$ cat config.mk
export PLATFORM = sky130hd
export DESIGN_NAME = bp_fe_ras
export DESIGN_NICKNAME = d
export VERILOG_FILES = /design/src/rtl/bp_fe_ras.sv
export SDC_FILE = /design/constraint.sdc
export NUM_CORES = 1
export LEC_CHECK = 0
export BUFFER_PORTS_ARGS = -buffer_cell sky130_fd_sc_hd__buf_4
export CAP_MARGIN = 15
export CORE_MARGIN = 3
export CORE_UTILIZATION = 45
export DETAILED_ROUTE_END_ITERATION = 16
export HOLD_SLACK_MARGIN = 0.05
export PLACE_DENSITY = 0.69
export SYNTH_ARGS = -nofsm -noshare
export SYNTH_HDL_FRONTEND = slang
export SYNTH_SLANG_ARGS = --single-unit
$ cat constraint.sdc
create_clock -name clk_i -period 5.3 [get_ports clk_i]
set_input_delay 0.265 -clock clk_i [delete_from_list [all_inputs] [get_ports clk_i]]
set_output_delay 0.265 -clock clk_i [all_outputs]
set_load 0.005 [all_outputs]
$ cat src/rtl/bp_fe_ras.sv
// rtl/bp_fe_ras.sv - Circular return address stack with checkpoint and redirect restore
// Fetch speculatively pushes/pops; a backend redirect reloads {cnt, ptr} and replays its own op.
module bp_fe_ras #(
  parameter int vaddr_width_p = 39,
  parameter int ras_depth_p   = 8,
  localparam int ras_ptr_width_lp  = $clog2(ras_depth_p),
  localparam int ras_cnt_width_lp  = $clog2(ras_depth_p + 1),
  localparam int ras_ckpt_width_lp = ras_cnt_width_lp + ras_ptr_width_lp
) (
  input  logic                         clk_i,
  input  logic                         reset_n_i,
  input  logic                         push_v_i,
  input  logic [vaddr_width_p-1:0]     push_addr_i,
  input  logic                         pop_v_i,
  output logic                         top_v_o,
  output logic [vaddr_width_p-1:0]     top_addr_o,
  output logic [ras_ckpt_width_lp-1:0] ckpt_o,
  input  logic                         restore_v_i,
  input  logic [ras_ckpt_width_lp-1:0] restore_ckpt_i,
  input  logic                         restore_push_v_i,
  input  logic                         restore_pop_v_i,
  input  logic [vaddr_width_p-1:0]     restore_addr_i
);

  localparam logic [ras_cnt_width_lp-1:0] depth_cnt_lp = ras_cnt_width_lp'(ras_depth_p);
  localparam logic [ras_cnt_width_lp-1:0] cnt_one_lp   = ras_cnt_width_lp'(1);
  localparam logic [ras_ptr_width_lp-1:0] ptr_one_lp   = ras_ptr_width_lp'(1);

  logic [vaddr_width_p-1:0]    mem_q [ras_depth_p];
  logic [ras_ptr_width_lp-1:0] ptr_q, ptr_d;
  logic [ras_cnt_width_lp-1:0] cnt_q, cnt_d;

  logic [ras_ptr_width_lp-1:0] base_ptr, wr_idx;
  logic [ras_cnt_width_lp-1:0] base_cnt;
  logic                        op_push, op_pop, wr_v;
  logic [vaddr_width_p-1:0]    op_addr;

  assign top_v_o    = (cnt_q != '0);
  assign top_addr_o = top_v_o ? mem_q[ptr_q] : '0;
  assign ckpt_o     = {cnt_q, ptr_q};

  // A redirect discards whatever fetch is doing this cycle.
  always_comb begin
    if (restore_v_i) begin
      {base_cnt, base_ptr} = restore_ckpt_i;
      op_push = restore_push_v_i;
      op_pop  = restore_pop_v_i;
      op_addr = restore_addr_i;
    end else begin
      base_cnt = cnt_q;
      base_ptr = ptr_q;
      op_push  = push_v_i;
      op_pop   = pop_v_i;
      op_addr  = push_addr_i;
    end
  end

  always_comb begin
    ptr_d  = base_ptr;
    cnt_d  = base_cnt;
    wr_v   = 1'b0;
    wr_idx = base_ptr;
    if (op_push && op_pop && (base_cnt != '0)) begin
      // Coroutine jump: replace the top in place.
      wr_v = 1'b1;
    end else if (op_push) begin
      ptr_d  = base_ptr + ptr_one_lp;
      wr_idx = base_ptr + ptr_one_lp;
      wr_v   = 1'b1;
      cnt_d  = (base_cnt == depth_cnt_lp) ? base_cnt : base_cnt + cnt_one_lp;
    end else if (op_pop && (base_cnt != '0)) begin
      ptr_d = base_ptr - ptr_one_lp;
      cnt_d = base_cnt - cnt_one_lp;
    end
  end

  always_ff @(posedge clk_i or negedge reset_n_i) begin
    if (!reset_n_i) begin
      ptr_q <= '0;
      cnt_q <= '0;
      for (int i = 0; i < ras_depth_p; i++) mem_q[i] <= '0;
    end else begin
      ptr_q <= ptr_d;
      cnt_q <= cnt_d;
      if (wr_v) mem_q[wr_idx] <= op_addr;
    end
  end

`ifndef SYNTHESIS
  restore_cnt_legal: assert property (@(posedge clk_i) disable iff (!reset_n_i)
    restore_v_i |-> (restore_ckpt_i[ras_ckpt_width_lp-1 -: ras_cnt_width_lp] <= depth_cnt_lp));
`endif

endmodule

==> summary.txt, run 1 <==
status: finished, final reports clean
syn_area_per_cell: 16.2 um^2
PwrDens: 617 mW/mm^2
DR top layer: met4
drt total wl: 34.3 mm
Final nets: 1203
# diodes: 0
Slew Viols, Final: 0
Non-Filler Instances: 1581
Buf/Inv on CP: 2
WHS Path Cells: 3
Main synth FF type: dfrtp_1
Gates resized, CTS repair: 0
Post-synth ARST share: 100%
vias in the first global route: 9503
R2R Path Start: cnt_q[1]$_DFF_PN0_
placed insts: 1517
GRT Util Overall: 18.9%
CP max stage delay: 1.00 ns
Worst Slack Setup Final: 1.55 ns
DRC Markers: 0
reg2reg setup slack: 1.59 ns
Post-CTS Hold Fix Bufs: 1
top cells by area, synth: dfrtp_1, mux2_2, mux4_2
Layout area overhead: 15.9%
DR WL met3: 1.14 mm
WS Path Type: reg -> out
Final Setup Violations: 0
Hold WS: 0.164 ns
area leader, netlist: dfrtp_1
full die area: 0.0373 mm^2
first-pass GRT wire length: 55.0 mm
crit path max fanout: 42
WL met1: 16.6 mm
Clock Skews: 0.0253 ns
area share of the largest cell type after synthesis: 50.7%
Die X: 193 um
drt wl/cell: 21.7 um
min Tclk post-route: 3.75 ns
critical path capture point type: output pin
CTS tree: yes
family with the most delay on the worst path: flip-flops
Required @ worst endpoint: 5.04 ns
Fin. Hold Viols: 0
Peak VDD IR: 0.000417 V
Routed Antenna Nets: 0
Post-CTS Setup Bufs: 0
clk buf depth: 3
IO buf count: 138
Peak Freq: 266 MHz
drt pass-1 iters: 4
Worst Setup SP: ptr_q[0]$_DFF_PN0_
largest net degree at the start of global routing: 138
Fin Setup TNS: 0 ns
clock slew at reported path FFs: 0.06 ns
Hold Path Class: in -> reg
Worst Path Arrival: 3.49 ns
pre-CTS setup slack: 1.30 ns
Initial Util: 46.3%
CTS Buf Count: 35
die span in y: 193 um
Setup crit end: top_addr_o[9]
sequential share of the synthesized area: 50.7%
Slowest cell on crit path: dfrtp_4
Leak: 7.87 nW
reg2reg end: mem_q[270]$_DFFE_PN0P_
CTS H-Tree Depth: 2
vias per cell: 5.56
Slew HR: 29.4%
met2 routed WL: 16.0 mm
fill count: 2802
Syn. warnings: 0
maxcap violations: 0
Layout Utilization: 53.6%
row cnt: 67
Sequential Area: 0.00799 mm^2
RD Place Congestion: 0.754
mapped cell area: 0.0158 mm^2
Crit path depth: 5
Yosys reg bits: 319
Clock Latency Late Sink: 0.52 ns
total gr overflow: 0
final instance area: 0.0183 mm^2
Synth cell types: 39
Top Ports: 139
share of cells above drive strength 1: 59.0%
Cell Chain, Critical Path: buf_4 -> mux4_2 -> mux2i_1 -> nor2_1 -> buf_4
RSZ-0062 raised after global routing: false
Tightest Pin Transition: 1.06 ns
Startpoint Class: flop
1st-iter DRT viols: 495
root buf cell: clkbuf_16
core area: 0.0340 mm^2
initial antenna violation count: 0
Tcrit/Tclk final: 70.8%
most used cell, CP: buf_4
Placed Area: 0.0171 mm^2
footprint of the multi-input gates: 0.00727 mm^2
Synth Net Count: 1071
Mapped Cells: 975
Tot Pwr: 11.3 mW
R2R cell count: 8
post-detail-place hpwl: 20.7 mm
vias: 8785
clk sinks: 319
number of synthesized flops with an enable pin: 0
## layout by cell type (no fill, tap or decap), types with 2 or more instances in the layout
| cell type | synthesis | layout |
|---|---|---|
| mux2_1 | 4 | 4 |
| dfrtp_1 | 319 | 316 |
| xnor2_1 | 7 | 7 |
| nor2_1 | 46 | 46 |
| a211oi_1 | 3 | 3 |
| a21oi_1 | 5 | 5 |
| mux2i_2 | 2 | 2 |
| mux2_4 | 79 | 79 |
| inv_1 | 4 | 4 |
| o21ai_0 | 3 | 3 |
| dfrtp_4 | 0 | 2 |
| clkbuf_1 | 18 | 5 |
| mux2_2 | 272 | 272 |
| buf_4 | 16 | 155 |
| a21oi_4 | 4 | 8 |
| mux2i_1 | 44 | 44 |
| buf_12 | 8 | 3 |
| ha_1 | 4 | 4 |
| nor3b_4 | 2 | 2 |
| nand3_1 | 10 | 10 |
| mux2i_4 | 2 | 2 |
| clkbuf_16 | 0 | 36 |
| clkbuf_8 | 0 | 8 |
| bufinv_16 | 0 | 2 |
| nand2_1 | 4 | 4 |
| mux4_2 | 78 | 78 |
| clkinvlp_4 | 0 | 3 |
| clkinv_2 | 0 | 7 |
## worst min path at each step
stage | start | endpoint
final | restore_ckpt_i[2] | ptr_q[2]$_DFF_PN0_
after global routing | restore_ckpt_i[2] | ptr_q[2]$_DFF_PN0_
after CTS | restore_ckpt_i[2] | ptr_q[2]$_DFF_PN0_
after detailed placement | reset_n_i | mem_q[187]$_DFFE_PN0P_
after global placement | reset_n_i | mem_q[187]$_DFFE_PN0P_
after floorplan | reset_n_i | cnt_q[0]$_DFF_PN0_
## kinds of logic after synthesis
logic type	Yosys count	share of synthesized area, %
compound gates	26	1.54
xor+xnor	7	0.389
fa+ha+maj	4	0.318
buf+inv	70	3.42
flops	319	50.7
mux	481	41.7
simple gates	68	1.98
## area by class of cell
class                      instances  share of cell area [%]
clock inverter                    14                   0.781
sequential                       319                    43.8
tap                              448                    3.07
inverter                           5                   0.103
clock buffer                      49                    5.64
timing repair buffer             160                    6.84
multi-input combinational        586                    39.8
## state kept, by name (all words and copies together) (netlist names)
register and count:
cnt_q 4, mem_q 312, ptr_q 3
## Yosys cell counts, types with 7 or more instances
cell type / number
dfrtp_1: 319
mux2_2: 272
mux2_4: 79
mux4_2: 78
nor2_1: 46
mux2i_1: 44
clkbuf_1: 18
buf_4: 16
buf_6: 10
nand3_1: 10
buf_12: 8
buf_2: 8
xnor2_1: 7
## routing by layer
layer | global-route usage, % | up-vias
met5 | 0 | -
met4 | 3.84 | 0
met3 | 2.40 | 45
met2 | 29.8 | 150
met1 | 28.4 | 4691
li1 | - | 3899
## report_power, final
group / internal, mW / switching (mW) / total [mW]
clock network: 1.46 / 0.976 / 2.44
logic: 2.80 / 1.66 / 4.46
registers: 3.67 / 0.704 / 4.37
## tightest hold or removal path: stages
cell     delay [ns]
buf_4          0.09
mux2_2         0.21
xnor2_1        0.08
No activity file was read; power rests on OpenSTA's default activity.
==> inputs of run 2 (changes only) <==
clock period = 3.9 ns   (was 5.3 ns; I/O delays follow)
==> summary.txt, run 2 (synthesized netlist as in run 1, its figures left out) <==
IO buf count: 138 (unchanged)
post-detail-place hpwl: 20.2 mm (-2.3%)
Sw Share: 29.2% (-0.43 points)
vias in the first global route: 9462 (-0.43%)
RSZ-0062 raised after global routing: false
Routed Antenna Nets: 0 (unchanged)
die span in y: 193 um (unchanged)
largest net degree at the start of global routing: 117 (-15%)
DRC Markers: 0 (unchanged)
vias per cell: 5.52 (-0.63%)
CTS tree: yes
clk buf depth: 3 (unchanged)
CTS Buf Count: 35 (unchanged)
Clock Power Share: 21.4% (-0.2 points)
drt wl/cell: 20.8 um (-3.9%)
Hold Path Class: in -> reg
internal power: 10.8 mW (+36%)
root buf cell: clkbuf_16
row cnt: 67 (unchanged)
maxcap violations: 0 (unchanged)
Die X: 193 um (unchanged)
RD Place Congestion: 0.791 (+4.9%)
clock slew at reported path FFs: 0.06 ns (about the same)
min Tclk post-route: 3.26 ns
# diodes: 0 (unchanged)
Hold WS: 0.127 ns (-0.0372 ns)
drt pass-1 iters: 4 (unchanged)
Slew Viols, Final: 0 (unchanged)
Largest Register: mem_q
Top Registers: mem_q: 312 flops, cnt_q: 4 flops, ptr_q: 3 flops
commonest cells after routing, fill and taps aside: dfrtp_1, mux2_2, buf_4, mux2_4, mux4_2
Required @ worst endpoint: 4.29 ns (-0.75 ns)
critical path capture point type: flop
full die area: 0.0373 mm^2 (unchanged)
first-pass GRT wire length: 53.0 mm (-3.7%)
Post-CTS Setup Bufs: 0 (unchanged)
clk sinks: 319 (unchanged)
Fin Setup TNS: 0 ns (unchanged)
Startpoint Class: flop
Tcrit/Tclk final: 83.7%
Peak VDD IR: 0.000367 V (-12%)
Placed Area: 0.0171 mm^2 (+0.31%)
Seq pwr share: 38.6% (-0.2 points)
most common cell after layout, fill and taps aside: dfrtp_1
Initial Util: 46.3% (unchanged)
Leak: 7.88 nW (about the same)
Fin. Hold Viols: 0 (unchanged)
total net switching power: 4.44 mW (+33%)
PwrDens: 832 mW/mm^2 (+35%)
final instance area: 0.0183 mm^2 (about the same)
drt total wl: 32.9 mm (-4.0%)
Top Ports: 139 (unchanged)
Worst Path Arrival: 3.65 ns (+0.16 ns)
WS Path Type: reg -> reg
Final nets: 1205 (+0.17%)
total gr overflow: 0 (unchanged)
core area: 0.0340 mm^2 (unchanged)
Slew HR: 40.0% (+11 points)
Tightest Pin Transition: 0.900 ns (-0.159 ns)
GRT Util Overall: 18.1% (-0.78 points)
status: finished, final reports clean
Layout area overhead: 16.0% (about the same)
Clock Latency Late Sink: 0.51 ns (about the same)
vias: 8719 (-0.75%)
CTS H-Tree Depth: 2 (unchanged)
Peak Freq: 306 MHz
crit path max fanout: 28 (-33%)
Final Setup Violations: 0 (unchanged)
Comb power frac: 40.0% (+0.4 points)
initial antenna violation count: 0 (unchanged)
Clock Skews: 0.0120 ns (-0.0134 ns)
Largest register FFs: 312 (unchanged)
share of cells above drive strength 1: 58.9% (-0.073 points)
1st-iter DRT viols: 381 (-23%)
run 2: metal layers:
metal	track usage [%]	vias up	wire [um]
li1	-	3886	-
met1	25.9	4653	15600
met2	29.6	145	15400
met3	2.64	35	1270
met4	3.95	0	565
met5	0	-	0
run 2: power by group through the flow:
stage,combinational [mW],sequential (mW),clock (mW)
after global placement,6.06,5.83,0
after global routing,6.62,6.11,3.47
after detailed placement,6.19,5.91,0
after CTS,6.21,5.88,3.35
final,6.08,5.87,3.25
after floorplan,4.56,5.56,0
run 2: worst paths after layout:
kind                                        start                     end  slack [ns]  depth (start not counted)
max in group asynchronous               reset_n_i      ptr_q[0]$_DFF_PN0_        2.53                          3
max reg2reg                    cnt_q[1]$_DFF_PN0_   mem_q[46]$_DFFE_PN0P_        0.64                          8
min                             restore_ckpt_i[2]      ptr_q[2]$_DFF_PN0_        0.13                          3
min in group asynchronous               reset_n_i  mem_q[109]$_DFFE_PN0P_        0.23                          2
min reg2reg                mem_q[149]$_DFFE_PN0P_  mem_q[149]$_DFFE_PN0P_        0.49                          1
max                            cnt_q[1]$_DFF_PN0_   mem_q[46]$_DFFE_PN0P_        0.64                          8
run 2: per-stage QoR:
step	setup WS (ns)	cells	util [%]	power [mW]
2_1_floorplan	1.08	975	-	10.1
3_3_place_gp	0.800	1519	50.3	11.9
3_5_place_dp	0.665	1519	50.3	12.1
4_1_cts	0.661	1579	53.7	15.4
5_1_grt	0.470	1579	53.7	16.2
6_report	0.635	1579	53.7	15.2
run 2: worst max-delay path, stage by stage (launching register included):
cell     delay [ns]
dfrtp_1        0.40
mux2i_1        0.37
ha_1           0.34
nor3b_4        0.32
o22a_1         0.36
nand3_1        0.25
a21oi_4        0.19
buf_4          0.50
mux2_2         0.40
run 2: what timing repair did:
action                    CTS  global route
gates resized for setup     0             0
hold endpoints to repair   58             0
hold buffers                1             0
run 2: area by class of cell:
class / instances / area (um^2)
fill: 2839 / 15800
sequential: 319 / 7990
multi-input combinational: 586 / 7270
timing repair buffer: 162 / 1300
clock buffer: 46 / 977
tap: 448 / 561
clock inverter: 13 / 158
inverter: 5 / 18.8
